### config.mk
export PLATFORM = sky130hd
export DESIGN_NAME = hilo_acc
export DESIGN_NICKNAME = d
export VERILOG_FILES = /design/src/rtl/hilo_pkg.sv /design/src/rtl/hilo_acc.sv
export SDC_FILE = /design/constraint.sdc
export NUM_CORES = 1
export LEC_CHECK = 0
export ABC_AREA = 1
export BUFFER_PORTS_ARGS = -buffer_cell sky130_fd_sc_hd__buf_2
export CAP_MARGIN = 15
export CORE_UTILIZATION = 42
export CTS_BUF_LIST = sky130_fd_sc_hd__clkbuf_16
export DETAILED_ROUTE_END_ITERATION = 10
export PLACE_DENSITY = 0.79
export SLEW_MARGIN = 20
export SYNTH_ARGS = -nofsm -noshare
export SYNTH_HDL_FRONTEND = slang
export SYNTH_SLANG_ARGS = --single-unit
### constraint.sdc
create_clock -name clk -period 0.8 [get_ports clk]
set_input_delay 0.08 -clock clk [delete_from_list [all_inputs] [get_ports clk]]
set_output_delay 0.08 -clock clk [all_outputs]
set_load 0.01 [all_outputs]
### src/rtl/hilo_pkg.sv
// hilo_pkg: op codes, op width and FSM state encoding shared by hilo_acc.
package hilo_pkg;

    localparam int HILO_OP_W = 3;

    typedef logic [HILO_OP_W-1:0] hilo_op_t;

    localparam hilo_op_t HILO_OP_NOP   = 3'd0;
    localparam hilo_op_t HILO_OP_WRITE = 3'd1;
    localparam hilo_op_t HILO_OP_MTHI  = 3'd2;
    localparam hilo_op_t HILO_OP_MTLO  = 3'd3;
    localparam hilo_op_t HILO_OP_MADD  = 3'd4;
    localparam hilo_op_t HILO_OP_MSUB  = 3'd5;

    typedef enum logic {
        HILO_IDLE = 1'b0,
        HILO_ACC  = 1'b1
    } hilo_state_e;

    // True for the two-cycle accumulate ops (MADD/MSUB).
    function automatic logic hilo_is_acc_op(input hilo_op_t op);
        return (op == HILO_OP_MADD) || (op == HILO_OP_MSUB);
    endfunction

endpackage

### src/rtl/hilo_acc.sv
// hilo_acc: HI/LO architectural register pair with single-cycle writes
// (WRITE/MTHI/MTLO) and an optional two-cycle multiply-accumulate/subtract
// of a 2*DATA_W product into {HI,LO}.
//
// Build option: define HILO_ACC_EN to include MADD/MSUB and the FSM.
// Without it, op codes 4-5 are NOPs and busy/done are tied low.
//
// Handshake: an op is taken on a rising edge when op_valid && !busy && !flush;
// while busy is high the requester holds op/op_valid/data unchanged and the
// op is taken on the first edge after busy drops. There is no backpressure
// beyond busy and no response channel other than done.
module hilo_acc
    import hilo_pkg::*;
#(
    parameter int DATA_W = 32
) (
    input  logic              clk,
    input  logic              rst,
    input  logic              op_valid,
    input  logic [2:0]        op,
    input  logic [DATA_W-1:0] hi_wdata,
    input  logic [DATA_W-1:0] lo_wdata,
    input  logic              flush,
    output logic              busy,
    output logic              done,
    output logic [DATA_W-1:0] hi_rdata,
    output logic [DATA_W-1:0] lo_rdata
);

    logic [DATA_W-1:0] hi_q;
    logic [DATA_W-1:0] lo_q;
    logic              accept;
    logic              commit;
    logic [DATA_W-1:0] hi_acc_res;
    logic [DATA_W-1:0] lo_acc_res;

    assign accept = op_valid && !busy && !flush;

`ifdef HILO_ACC_EN

    hilo_state_e       state_q;
    hilo_state_e       state_d;
    logic [DATA_W-1:0] tmp_hi;
    logic [DATA_W-1:0] tmp_lo;
    logic              tmp_c;
    logic              is_sub;
    logic [DATA_W-1:0] b_lo_eff;
    logic [DATA_W:0]   lo_sum;
    logic              acc_start;

    // Low half of the accumulate: one DATA_W+1-bit add whose top bit is the
    // carry into HI. MSUB is lo + ~B_lo + 1 (two's complement of B).
    always_comb begin
        is_sub    = (op == HILO_OP_MSUB);
        b_lo_eff  = is_sub ? ~lo_wdata : lo_wdata;
        lo_sum    = {1'b0, lo_q} + {1'b0, b_lo_eff} + {{DATA_W{1'b0}}, is_sub};
        acc_start = accept && hilo_is_acc_op(op);
    end

    // Next-state and status outputs; rst suppresses the done pulse.
    always_comb begin
        state_d = state_q;
        busy    = 1'b0;
        done    = 1'b0;
        commit  = 1'b0;
        case (state_q)
            HILO_IDLE: begin
                if (acc_start) state_d = HILO_ACC;
            end
            HILO_ACC: begin
                busy    = 1'b1;
                done    = !flush && !rst;
                commit  = !flush;
                state_d = HILO_IDLE;
            end
            default: state_d = HILO_IDLE;
        endcase
    end

    // FSM state register.
    always_ff @(posedge clk) begin
        if (rst) state_q <= HILO_IDLE;
        else     state_q <= state_d;
    end

    // Latch the low partial sum, its carry and the (possibly inverted) B_hi.
    always_ff @(posedge clk) begin
        if (rst) begin
            tmp_hi <= '0;
            tmp_lo <= '0;
            tmp_c  <= 1'b0;
        end else if (acc_start) begin
            tmp_lo <= lo_sum[DATA_W-1:0];
            tmp_c  <= lo_sum[DATA_W];
            tmp_hi <= is_sub ? ~hi_wdata : hi_wdata;
        end
    end

    // High half of the accumulate, finished in the ACC cycle.
    always_comb begin
        hi_acc_res = hi_q + tmp_hi + {{(DATA_W-1){1'b0}}, tmp_c};
        lo_acc_res = tmp_lo;
    end

`else

    // Accumulate path absent: never busy, never commits.
    always_comb begin
        busy       = 1'b0;
        done       = 1'b0;
        commit     = 1'b0;
        hi_acc_res = hi_q;
        lo_acc_res = lo_q;
    end

`endif

    // HI/LO registers: an accumulate commit updates both atomically; otherwise
    // an accepted write op updates its target register(s).
    always_ff @(posedge clk) begin
        if (rst) begin
            hi_q <= '0;
            lo_q <= '0;
        end else if (commit) begin
            hi_q <= hi_acc_res;
            lo_q <= lo_acc_res;
        end else if (accept) begin
            case (op)
                HILO_OP_WRITE: begin
                    hi_q <= hi_wdata;
                    lo_q <= lo_wdata;
                end
                HILO_OP_MTHI: hi_q <= hi_wdata;
                HILO_OP_MTLO: lo_q <= lo_wdata;
                default: ;
            endcase
        end
    end

    assign hi_rdata = hi_q;
    assign lo_rdata = lo_q;

endmodule

==> impl_metrics.tcl, run 1 <==
set metrics [dict create \
    cts_root_buf "clkbuf_16" \
    die_w_um 85.2 \
    period_minus_slack_ns 0.849 \
    hpwl_mm 5.07 \
    syn_area_per_cell_um2 6.80 \
    clock_sinks 64 \
    peakVddDrop_v 0.00119 \
    crit_family "flip-flops" \
    post-route-period-util_pct 106 \
    ctsLongestPathBuffers 2 \
    required_ns 0.72 \
    cp-start-kind "flop" \
    clk_pin_slew_worst_paths_ns 0.05 \
    crit_arrival_ns 0.77 \
    ys_warn_count 0 \
    path_cells "buf_6" \
    htreeDepth 3 \
    die_h_um 85.2 \
    wirelength_mm 8.17 \
    maxSlewViolCount 0 \
    fp.dieArea_mm2 0.00727 \
    r2r_cells 3 \
    setup_viol_count_final 64 \
    netlist_area_mm2 0.00291 \
    dr.first_iter.drc_count 122 \
    ant_nets 0 \
    vias 3012 \
    wl_per_cell_um 12.4 \
    p_per_area_mw_per_mm2 1790 \
    worstSkewPairLatency_ns 0.31 \
    hp-class "primary input to flop" \
    r2r-end "lo_rdata[12]" \
    clock_power_share_pct 43.6 \
    layout.nets 648 \
    viasPerCell 4.58 \
    r2r_slack_ns 0.07 \
    antenna_found_initial 0 \
    hp-start "hi_wdata[10]" \
    grt_use_total_pct 21.5 \
    cts_tree "yes" \
    ys_types 18 \
    whs_ns 0.0744 \
    area_growth_pct 60.2 \
    finalNonFillerCells 658 \
    first_global_vias 2777 \
    r2r_start "lo_rdata[12]" \
    rsz0062_at_grt "true" \
    hold_viol 0 \
    finalWorstSetupSlack_ns -0.0491 \
    drc 0 \
    fin_skew_ns 0 \
    yosysSeqAreaShare_pct 44.0 \
    path_buf_inv 1 \
    critical_path_class "flop to output pin" \
    p_seq_share_pct 41.2 \
    holdPathEnd "hi_rdata[10]" \
    cp_slowest_cell "dfxtp_2" \
    status "finished with violations" \
    swShare_pct 23.9 \
    min_delay_path_depth 5 \
    rows 29 \
    io_buffer_count 134 \
    synth_seq_cells 64 \
    violations "negative setup slack" \
    end_kind "output pin" \
    power.leakage_nw 2.42 \
    grt_pass1_wl_mm 12.3 \
    max_stage_delay_ns 0.35 \
    dp.cells 628 \
    timing.fmax_mhz 1180 \
    diodes 0 \
    firstDrtPassIters 4 \
    core_mm2 0.00653 \
    start_util_pct 44.6 \
    overflow 0 \
    switchingPower_mw 1.99 \
    final_common_cell "nor2_1" \
    place.gp.congestion 0.759 \
    final_cell_mix "nor2_1, buf_2, inv_1" \
    cts-buffers-inserted 9 \
    pin_count 137 \
    critPathMaxFanout 2 \
    power_frac_comb_pct 15.2 \
    grt_max_degree 45 \
    internal_power_mw 6.33 \
    drive_gt1_share_pct 47.0 \
    maxCapViolCount 0 \
    synthCells 428 \
]
synth_stat cells (all sizes together):
library cell,count,share of area (%)
buf,27,6.1
conb,1,0.13
dfxtp,64,44
inv,69,9.0
nand2,71,9.4
nand3,65,12
nor2,131,20
per-layer routing:
| layer | share of wire [%] | wire length, um | vias to the layer above | track usage (%) |
|---|---|---|---|---|
| met5 | 0 | 0 | - | 0 |
| met4 | 1.7 | 135 | 0 | 10.6 |
| met3 | 4.4 | 360 | 13 | 3.31 |
| met2 | 53 | 4310 | 101 | 38.9 |
| met1 | 41 | 3360 | 1341 | 24.7 |
| li1 | - | - | 1557 | - |
worst max path at each step:
| stage | start | end | slack (ns) | cells past startpoint |
|---|---|---|---|---|
| final | hi_rdata[29] | hi_rdata[29] | -0.05 | 1 |
| after detailed placement | flush | hi_rdata[13] | -0.23 | 8 |
| after global placement | flush | lo_rdata[29] | -0.20 | 8 |
| after global routing | hi_rdata[29] | hi_rdata[29] | -0.08 | 1 |
| after floorplan | flush | hi_rdata[0] | -0.02 | 7 |
| after CTS | hi_rdata[1] | hi_rdata[1] | -0.05 | 1 |
sequential cells by signal, indices dropped and copies added (netlist names):
name and cells:
hi_rdata 32, lo_rdata 32
power groups by stage:
stage	clock network, mW	registers, mW	logic, mW
2_1_floorplan	0	3.50	0.576
3_3_place_gp	0	3.44	1.02
3_5_place_dp	0	3.44	1.05
4_1_cts	3.70	3.43	1.21
5_1_grt	3.85	3.44	1.39
6_report	3.63	3.43	1.27
layout make-up:
type / count / area [um^2]
flip-flops and latches: 64 / 1360
clock inverters: 6 / 52.6
multi-input cells: 269 / 1230
clock buffers: 9 / 225
fillers: 510 / 1870
repair buffers: 164 / 1430
well taps: 77 / 96.3
inverters: 69 / 267
per-stage QoR:
stage	area (um^2)	setup slack, ns	utilization (%)	power, mW	setup TNS, ns
2_1_floorplan	2980	-0.0244	-	4.08	-1.21
3_3_place_gp	3740	-0.201	57.3	4.46	-11.19
3_5_place_dp	3740	-0.231	57.3	4.49	-12.16
4_1_cts	4560	-0.0518	69.8	8.35	-2.50
5_1_grt	4660	-0.0756	71.4	8.68	-3.52
6_report	4660	-0.0491	71.4	8.32	-1.89
kinds of logic (layout without fill, tap and decap cells):
| logic type | Yosys count | count (layout) | synth area share (%) |
|---|---|---|---|
| other cells | 1 | 2 | 0.129 |
| flops | 64 | 64 | 44.0 |
| simple gates | 267 | 267 | 40.7 |
| buf+inv | 96 | 248 | 15.1 |
worst reg2reg max path: cells and delay by family (launching register included):
kind / cells / cell delay [ns]
DFF: 1 / 0.32
buffers and inverters: 1 / 0.12
and+or+nand+nor: 2 / 0.18
repair_timing:
action / 4_1_cts / 5_1_grt
hold buffers: 0 / 0
resized for setup: 128 / 1
setup buffers: 8 / 5
setup endpoints to repair: 64 / 65
pin swaps: 0 / 1
gates cloned: 0 / 2
Note: power is estimated with default switching activity, not from simulation.
==> inputs of run 2 (changes only) <==
PLACE_DENSITY = 0.76   (was 0.79)
==> impl_metrics.tcl, run 2 (synthesis gave the netlist of run 1 again) <==
set metrics [dict create \
    swShare_pct 24.3 \
    ctsLongestPathBuffers 2 \
    area_growth_pct 60.8 \
    finalWorstSetupSlack_ns -0.0566 \
    pin_count 137 \
    busiest_layer "met2" \
    p_total_mw 8.41 \
    wirelength_mm 7.83 \
    grt_use_total_pct 21.4 \
    hpwl_mm 4.95 \
    wl_per_cell_um 11.9 \
    r2r_start "hi_rdata[25]" \
    cts-buffers-inserted 9 \
    end_kind "output pin" \
    cp.depth 1 \
    io_buffer_count 134 \
    grt_max_degree 38 \
    met2_usage_pct 38.3 \
    drive_gt1_share_pct 47.4 \
    cts_hold_buf 0 \
    min_delay_path_depth 5 \
    worstSkewPairLatency_ns 0.31 \
    layout.nets 646 \
    cp_slowest_cell "dfxtp_2" \
    critPathMaxFanout 2 \
    use_met3_pct 4.18 \
    clk_pin_slew_worst_paths_ns 0.05 \
    first_global_vias 2780 \
    final_common_cell "nor2_1" \
    timing.fmax_mhz 1170 \
    maxSlewViolCount 0 \
    hp-class "primary input to flop" \
    startpoint "hi_rdata[31]" \
    hold_viol 0 \
    status "finished with violations" \
    path_cells "buf_6" \
    antenna_found_initial 0 \
    vias 3022 \
    core_mm2 0.00653 \
    fin_tns_setup_ns -2.03 \
    maxCapViolCount 0 \
    place.gp.congestion 0.728 \
    max_stage_delay_ns 0.35 \
    fin_skew_ns 0 \
    dr.first_iter.drc_count 78 \
    fp.dieArea_mm2 0.00727 \
    r2r_cells 4 \
    power_frac_comb_pct 15.0 \
    htreeDepth 3 \
    ant_nets 0 \
    viasPerCell 4.60 \
    post-route-period-util_pct 107 \
    period_minus_slack_ns 0.857 \
    rsz0062_at_grt "true" \
    violations "negative setup slack" \
    crit_family "flip-flops" \
    die_w_um 85.2 \
    start_util_pct 44.6 \
    p_per_area_mw_per_mm2 1800 \
    cts_tree "yes" \
    critical_path_class "flop to output pin" \
    switchingPower_mw 2.04 \
    cts_root_buf "clkbuf_16" \
    rows 29 \
    internal_power_mw 6.36 \
    whs_ns 0.0710 \
    path_buf_inv 1 \
    globalRouteMet1Util_pct 24.6 \
    hp-start "hi_wdata[9]" \
    required_ns 0.72 \
    setup_viol_count_final 65 \
    clock_power_share_pct 44.2 \
    diodes 0 \
    grt_pass1_wl_mm 12.3 \
    crit_arrival_ns 0.78 \
    overflow 0 \
    drc 0 \
    die_h_um 85.2 \
    peakVddDrop_v 0.00108 \
    final_cell_mix "nor2_1, buf_2, inv_1, nand2_1" \
    clock_sinks 64 \
    cp-start-kind "flop" \
    p_seq_share_pct 40.8 \
    firstDrtPassIters 5 \
    power.leakage_nw 2.42 \
]
## run 2: area by class of cell
type | instances | area [um^2]
Fill cell | 513 | 1850
Timing Repair Buffer | 162 | 1430
Sequential cell | 64 | 1360
Multi-Input combinational cell | 269 | 1230
Inverter | 69 | 267
Clock buffer | 9 | 225
Tap cell | 77 | 96.3
Clock inverter | 7 | 62.6
## run 2: power by group through the flow
stage / logic (mW) / registers [mW] / clock network, mW
after floorplan: 0.576 / 3.50 / 0
after global placement: 1.02 / 3.44 / 0
after detailed placement: 1.04 / 3.44 / 0
after CTS: 1.20 / 3.43 / 3.79
after global routing: 1.39 / 3.44 / 3.96
final: 1.26 / 3.43 / 3.72
## run 2: what timing repair did
item,CTS,global route
resized for setup,128,2
endpoints found under the setup margin,64,66
cloned,0,3
pin swaps,0,2
buffers inserted,6,6
hold endpoints to repair,0,0
## run 2: path summary, 6_finish.rpt
kind / end / slack [ns]
worst min register to register: lo_rdata[28] / 0.48
worst max register to register: hi_rdata[25] / 0
worst min-delay path: hi_rdata[9] / 0.07
worst max-delay path: hi_rdata[31] / -0.06
## run 2: per-stage QoR
stage | cells | util [%] | cell area (um^2) | setup slack (ns)
CTS | 648 | 69.5 | 4540 | -0.0625
detailed placement | 626 | 57.1 | 3730 | -0.239
global route | 657 | 71.7 | 4680 | -0.0866
floorplan | 429 | - | 2980 | -0.0244
global placement | 626 | 57.1 | 3730 | -0.204
finish | 657 | 71.7 | 4680 | -0.0566
## run 2: metal layers
layer / up-vias / wire length (um)
met2: 95 / 4010
met5: - / 0
li1: 1555 / -
met3: 16 / 332
met4: 0 / 144
met1: 1356 / 3340
==> inputs of run 3 (changes only) <==
SETUP_SLACK_MARGIN = 0.02   (was unset)
==> impl_metrics.tcl, run 3 (synthesis gave the netlist of run 1 again) <==
set metrics [dict create \
    p_total_mw 8.30 \
    finalWorstSetupSlack_ns -0.0408 \
    cp-start-kind "flop" \
    ctsLongestPathBuffers 2 \
    fp.dieArea_mm2 0.00727 \
    dr.first_iter.drc_count 100 \
    drc 0 \
    whs_ns 0.0762 \
    cts_root_buf "clkbuf_16" \
    worstSkewPairLatency_ns 0.31 \
    timing.fmax_mhz 1190 \
    clk_pin_slew_worst_paths_ns 0.05 \
    vias 2993 \
    antenna_found_initial 0 \
    core_mm2 0.00653 \
    die_h_um 85.2 \
    rows 29 \
    ant_nets 0 \
    crit_arrival_ns 0.76 \
    final_cell_mix "nor2_1, buf_2, inv_1" \
    p_per_area_mw_per_mm2 1800 \
    wl_met1_mm 3.21 \
    grt_use_total_pct 22.3 \
    critPathMaxFanout 2 \
    peakVddDrop_v 0.00127 \
    rsz0062_at_grt "true" \
    end_kind "output pin" \
    setup_viol_count_final 64 \
    crit_family "flip-flops" \
    p_seq_share_pct 41.3 \
    ff_latch_area_mm2 0.00136 \
    period_minus_slack_ns 0.841 \
    io_buffer_count 134 \
    drive_gt1_share_pct 46.9 \
    clock_power_share_pct 43.8 \
    clock_sinks 64 \
    wl_per_cell_um 11.8 \
    status "finished with violations" \
    met3_length_um 406 \
    r2r_slack_ns 0.04 \
    grt_max_degree 36 \
    path_cells "buf_6" \
    firstDrtPassIters 4 \
    hpwl_mm 4.97 \
    cp_slowest_cell "dfxtp_2" \
    power_frac_comb_pct 14.9 \
    cts_tree "yes" \
    overflow 0 \
    viasPerCell 4.56 \
    routed.top_layer "met4" \
    first_global_vias 2875 \
    switchingPower_mw 1.98 \
    critical_path_class "flop to output pin" \
    swShare_pct 23.8 \
    violations "negative setup slack" \
    post-route-period-util_pct 105 \
    start_util_pct 44.6 \
    layout.nets 646 \
    place.gp.congestion 0.756 \
    max_stage_delay_ns 0.34 \
    maxCapViolCount 0 \
    multi_input_comb_area_mm2 0.00122 \
    htreeDepth 3 \
    pin_count 137 \
    required_ns 0.72 \
    power.leakage_nw 2.41 \
    dp_slack_ns -0.187 \
    hold_viol 0 \
    grt_pass1_wl_mm 12.7 \
    met2WireLength_mm 3.96 \
    diodes 0 \
    area_growth_pct 58.3 \
    path_buf_inv 1 \
    internal_power_mw 6.32 \
    wirelength_mm 7.74 \
    fillers 525 \
    cts-buffers-inserted 9 \
    die_w_um 85.2 \
    final_common_cell "nor2_1" \
    maxSlewViolCount 0 \
    hp-class "primary input to flop" \
    fin_skew_ns 0 \
]
run 3: changes by cell type in the layout (fill, tap and decap cells not counted), moves of 2 or more:
| cell | change |
|---|---|
| nor2_4 | -2 |
| buf_4 | +3 |
| clkinvlp_4 | -2 |
| inv_1 | +2 |
| clkbuf_16 | -3 |
| nor2_2 | +2 |
run 3: final cells by class:
cell class | count | area share, %
clock buffers | 9 | 4.89
clock inverters | 7 | 1.19
inverters | 69 | 5.84
multi-input cells | 269 | 26.5
flip-flops and latches | 64 | 29.5
well taps | 77 | 2.09
repair buffers | 162 | 30.0
run 3: power by group through the flow:
stage	combinational, mW	clock, mW	sequential [mW]
floorplan	0.580	0	3.50
global placement	1.03	0	3.44
detailed placement	1.05	0	3.44
CTS	1.21	3.70	3.43
global route	1.36	3.90	3.44
finish	1.23	3.64	3.43
run 3: worst paths after layout:
| path | from | endpoint | depth (start not counted) |
|---|---|---|---|
| worst max register to register | hi_rdata[17] | hi_rdata[17] | 3 |
| worst min register to register | hi_rdata[11] | hi_rdata[11] | 2 |
| worst min-delay path | lo_wdata[8] | lo_rdata[8] | 5 |
| worst max-delay path | hi_rdata[17] | hi_rdata[17] | 1 |
run 3: stage by stage:
| stage | area, um^2 | TNS, ns | util (%) | std cells |
|---|---|---|---|---|
| CTS | 4590 | -2.43 | 70.2 | 654 |
| finish | 4610 | -1.84 | 70.6 | 657 |
| global placement | 3750 | -9.46 | 57.4 | 628 |
| floorplan | 2990 | -0.444 | - | 429 |
| global route | 4610 | -3.29 | 70.6 | 657 |
| detailed placement | 3750 | -10.45 | 57.4 | 628 |
run 3: routing by layer:
layer | vias to the layer above | GRT usage [%]
met2 | 102 | 39.2
met1 | 1317 | 25.5
li1 | 1557 | -
met5 | - | 0
met4 | 0 | 10.0
met3 | 17 | 5.64
run 3: what timing repair did:
item,CTS,global route
hold buffers,0,0
buffers inserted,10,3
gates resized for setup,128,0
setup endpoints to repair,64,64
